File: src/rtl/pipe_ctrl.sv
// Pipeline sequencer: merges stall requests into the stall bus, sequences
// exception/ERET flushes (deferred while MEM is busy), and tracks stall debug counters.
module pipe_ctrl #(
    parameter logic [31:0] EXC_VECTOR = 32'h0000_0020,
    parameter int unsigned WDOG_LIMIT = 1024
) (
    input  logic        clk,
    input  logic        rst,
    input  logic        stallreq_id,
    input  logic        stallreq_ex,
    input  logic        stallreq_mem,
    input  logic        exc_valid,
    input  logic        exc_is_eret,
    input  logic [31:0] cp0_epc,
    output logic [5:0]  stall,
    output logic        flush,
    output logic [31:0] new_pc,
    output logic [31:0] stall_cycles,
    output logic        stall_timeout
);

    localparam int unsigned WDOG_W = $clog2(WDOG_LIMIT + 1);
    localparam logic [WDOG_W-1:0] WDOG_MAX = WDOG_W'(WDOG_LIMIT);

    localparam logic [1:0] ST_RUN   = 2'd0;
    localparam logic [1:0] ST_PEND  = 2'd1;
    localparam logic [1:0] ST_RECOV = 2'd2;

    localparam logic [5:0] STALL_MEM  = 6'b011111;
    localparam logic [5:0] STALL_EX   = 6'b001111;
    localparam logic [5:0] STALL_ID   = 6'b000111;
    localparam logic [5:0] STALL_NONE = 6'b000000;

    logic [1:0]        state;
    logic [1:0]        state_nxt;
    logic              lat_eret;
    logic [31:0]       lat_epc;
    logic              lat_en;
    logic [WDOG_W-1:0] wdog_cnt;
    logic [WDOG_W-1:0] wdog_nxt;
    logic              id_req;

    // State register and event latches
    always_ff @(posedge clk) begin
        if (rst) begin
            state    <= ST_RUN;
            lat_eret <= 1'b0;
            lat_epc  <= 32'h0;
        end else begin
            state <= state_nxt;
            if (lat_en) begin
                lat_eret <= exc_is_eret;
                lat_epc  <= cp0_epc;
            end
        end
    end

    // Next state, stall bus and flush/redirect decode
    always_comb begin
        state_nxt = state;
        stall     = STALL_NONE;
        flush     = 1'b0;
        new_pc    = 32'h0;
        lat_en    = 1'b0;
        // ID holds a squashed slot in the cycle right after a flush
        id_req    = stallreq_id && (state != ST_RECOV);

        if (!rst) begin
            if (state == ST_PEND) begin
                if (stallreq_mem) begin
                    stall = STALL_MEM;
                end else begin
                    flush     = 1'b1;
                    new_pc    = lat_eret ? lat_epc : EXC_VECTOR;
                    state_nxt = ST_RECOV;
                end
            end else if (exc_valid) begin
                if (stallreq_mem) begin
                    stall     = STALL_MEM;
                    lat_en    = 1'b1;
                    state_nxt = ST_PEND;
                end else begin
                    flush     = 1'b1;
                    new_pc    = exc_is_eret ? cp0_epc : EXC_VECTOR;
                    state_nxt = ST_RECOV;
                end
            end else begin
                state_nxt = ST_RUN;
                if (stallreq_mem) begin
                    stall = STALL_MEM;
                end else if (stallreq_ex) begin
                    stall = STALL_EX;
                end else if (id_req) begin
                    stall = STALL_ID;
                end
            end
        end
    end

    // Saturating consecutive-stall count for the watchdog
    always_comb begin
        wdog_nxt = WDOG_W'(0);
        if (stall[0]) begin
            wdog_nxt = (wdog_cnt == WDOG_MAX) ? wdog_cnt : wdog_cnt + WDOG_W'(1);
        end
    end

    // Debug counters
    always_ff @(posedge clk) begin
        if (rst) begin
            stall_cycles  <= 32'h0;
            wdog_cnt      <= WDOG_W'(0);
            stall_timeout <= 1'b0;
        end else begin
            if (stall[0]) begin
                stall_cycles <= stall_cycles + 32'd1;
            end
            wdog_cnt      <= wdog_nxt;
            stall_timeout <= stall_timeout || (wdog_nxt == WDOG_MAX);
        end
    end

endmodule

File: config.mk
export PLATFORM = sky130hd
export DESIGN_NAME = pipe_ctrl
export DESIGN_NICKNAME = d
export VERILOG_FILES = /design/src/rtl/pipe_ctrl.sv
export SDC_FILE = /design/constraint.sdc
export NUM_CORES = 1
export LEC_CHECK = 0
export ABC_AREA = 1
export CAP_MARGIN = 10
export CORE_MARGIN = 5
export CORE_UTILIZATION = 25
export CTS_CLUSTER_SIZE = 24
export DETAILED_ROUTE_END_ITERATION = 10
export MAX_ROUTING_LAYER = met4
export PLACE_DENSITY = 0.55
export SETUP_SLACK_MARGIN = 0.3
export SYNTH_ARGS = -nofsm -noshare
export SYNTH_HDL_FRONTEND = slang
export SYNTH_SLANG_ARGS = --single-unit
File: constraint.sdc
create_clock -name clk -period 2.5 [get_ports clk]
set_input_delay 0.5 -clock clk [delete_from_list [all_inputs] [get_ports clk]]
set_output_delay 0.5 -clock clk [all_outputs]
set_load 0.02 [all_outputs]
==> flow_metrics.tcl, run 1 <==
set metrics [dict create \
    setup_viol_count_final 0 \
    yosysSeqAreaShare_pct 38.2 \
    via_per_inst 4.46 \
    drc 0 \
    dieHeight_um 139 \
    crit_path_start "exc_is_eret" \
    drtIter0Drc 128 \
    critPathMaxFanout 8 \
    cts_hold_buf 0 \
    yosysTopAreaCell "dfxtp_1" \
    relSlewSlack_pct 49.2 \
    skew_ps 9.29 \
    path_cells "clkdlybuf4s50_1 -> nand2_4 -> buf_12 -> o22ai_1 -> buf_4" \
    startpoint_type "primary input" \
    yosysMostFrequentCell "nand2_1" \
    avgSynthCellArea_um2 6.78 \
    syn_nets 653 \
    crit_slowest_cell "clkdlybuf4s50_1" \
    synthArstFlopShare_pct 0 \
    final_area_mm2 0.00612 \
    core_area_mm2 0.0164 \
    ys_ff_latch 79 \
    clkLatencyLatePin_ps 340 \
    yosys-top-cells-count "178 x nand2_1, 79 x dfxtp_1, 60 x inv_1" \
    routed-wl-met3_um 802 \
    antenna_cells 0 \
    worstHoldPathType "register to register" \
    drv_cap 0 \
    wl_met1_mm 6.03 \
    hold_viol 0 \
    synthTopCellsByArea "dfxtp_1 38%, nand2_1 16%, o21ai_0 6.6%" \
    gr-total-overflow 0 \
    synth_edf_count 0 \
    die_w_um 139 \
    gp_congestion 0.770 \
    cts_buffers 9 \
    tritoncts "done" \
    grtUsageTotal_pct 13.5 \
    finalPower_mw 3.04 \
    die-area_mm2 0.0192 \
    min_period_over_period_pct 87.3 \
    rsz0062_at_grt "yes" \
    post-route-min-period_ps 2180 \
    critPathKind "primary input to output pin" \
    synth_ff_type "dfxtp_1" \
    rows 47 \
    synth_cell_types 40 \
    syn2layout_area_growth_pct 47.7 \
    endpoint_kind "output pin" \
    synth_cells 611 \
    grt_pass1_wl_mm 20.8 \
    wl_per_cell_um 13.3 \
    placed_area_mm2 0.00556 \
    slowest_delay_ps 530 \
    drive_gt1_share_pct 18.3 \
    floorplan.initialDensity_pct 25.2 \
    clockBufferDepth 2 \
    path_depth 5 \
    top_layer_used "met4" \
    r2r_end "stall_cycles[24]$_SDFFE_PP0P_" \
    worst_ir_drop_vdd_mv 0.313 \
    htreeDepth 3 \
    dpl.hpwl_mm 8.70 \
    utilization_pct 37.3 \
    routed_wl_mm 12.7 \
    vias 4252 \
    fin_nets 771 \
    wl_met2_mm 5.75 \
    final_antenna_net_count 0 \
    grt_pass1_vias 4125 \
    finalMaxSlewViolations 0 \
    cp_top_family "buffers and inverters" \
    arrival_ps 1680 \
    r2r_cells 8 \
    r2r_start "stall_cycles[1]$_SDFFE_PP0P_" \
    io_buffers 109 \
    cts.clk_slew.worst_paths_ps 60 \
    p_leak_nw 2.41 \
    syn_area_mm2 0.00414 \
    io_pins 111 \
    crit_required_ps 2000 \
    crit_path_end "new_pc[16]" \
    fmax_mhz 458 \
    ff2ff_setup_slack_ps 640 \
    clockRootBuffer "clkbuf_16" \
    power_density_mw_per_mm2 496 \
    grt_max_degree 66 \
    status "complete, no violations" \
    yosysTopAreaCellShare_pct 38.2 \
    yosys_warnings 0 \
    fillCellCount 1709 \
    hold_ws_ps 465 \
    clkSinkCount 79 \
    worst_slew_pin_slew_ps 756 \
    grt_antenna_before_repair 0 \
    dr.pass1.iters 4 \
    crit_buf_inv 3 \
]
==> area by class of cell <==
cell class,instances,area (um^2),area share (%)
Timing Repair Buffer,137,1380,22.6
Inverter,65,246,4.03
Clock inverter,3,42.5,0.696
Sequential cell,79,1580,25.9
Clock buffer,13,250,4.09
Tap cell,220,275,4.50
Multi-Input combinational cell,437,2340,38.2
==> tightest hold or removal path, stage by stage (launching register included) <==
cell and delay [ps]:
dfxtp_1 310, inv_1 60, a21oi_1 50
==> worst min-delay path by stage <==
stage	start	end	slack, ps	cells past startpoint
3_5_place_dp	stall_timeout$_SDFF_PP0_	stall_timeout$_SDFF_PP0_	460	2
5_1_grt	stall_timeout$_SDFF_PP0_	stall_timeout$_SDFF_PP0_	500	2
6_report	stall_cycles[31]$_SDFFE_PP0P_	stall_cycles[31]$_SDFFE_PP0P_	470	2
3_3_place_gp	stall_cycles[31]$_SDFFE_PP0P_	stall_cycles[31]$_SDFFE_PP0P_	460	2
4_1_cts	stall_cycles[31]$_SDFFE_PP0P_	stall_cycles[31]$_SDFFE_PP0P_	470	2
2_1_floorplan	lat_epc[5]$_SDFFE_PP0P_	lat_epc[5]$_SDFFE_PP0P_	440	2
==> layer usage <==
metal,vias up,track usage (%)
li1,2229,-
met1,1895,17.3
met2,120,20.9
met3,8,4.21
met4,0,3.50
met5,-,-
==> placed cells by master, fill, tap and decap left out, types with 20 or more instances in the layout <==
cell and instances:
nand2_1 176, buf_4 38, nor3_1 21, dfxtp_1 78, clkdlybuf4s50_1 68, nand3_1 20, a21oi_1 24, nor2_1 43
inv_1 59, o21ai_0 55
==> flip-flops by register name, summed over array words and instances (netlist names) <==
signal	count
stall_timeout	1
wdog_cnt	11
state	2
lat_epc	32
lat_eret	1
stall_cycles	32
==> through the flow <==
stage	instances	TNS, ps	worst slack (ps)
6_report	954	0	319
5_1_grt	954	0	259
4_1_cts	952	0	291
3_5_place_dp	931	-9850	-322
3_3_place_gp	931	-8630	-263
2_1_floorplan	611	0	395
==> cell families after synthesis <==
| family | Yosys count | share of synthesized area [%] |
|---|---|---|
| adder cells (fa/ha/maj) | 3 | 0.907 |
| buffers and inverters | 95 | 9.85 |
| other | 1 | 0.0906 |
| flip-flops | 79 | 38.2 |
| AO/OA/AOI/OAI | 122 | 16.3 |
| AND/OR/NAND/NOR | 301 | 32.5 |
| XOR/XNOR | 10 | 2.12 |
==> power by group <==
group | leakage (nW) | internal [mW] | switching [mW] | total, mW
Sequential | 0.642 | 1.30 | 0.0199 | 1.32
Clock | 0.140 | 0.801 | 0.529 | 1.33
Combinational | 1.63 | 0.179 | 0.211 | 0.389
==> repair_timing <==
item	in CTS	in global routing
endpoints found under the setup margin	38	41
buffers inserted	0	1
cloned	5	1
gates resized for setup	166	53
pin swaps	2	2
Power figures use the tool's default switching activity.
==> inputs of run 2 (changes only) <==
- CTS_CLUSTER_SIZE: 24 -> unset
==> results of run 2 <==
The final DEF is identical to that of run 1; final timing and power are the same.
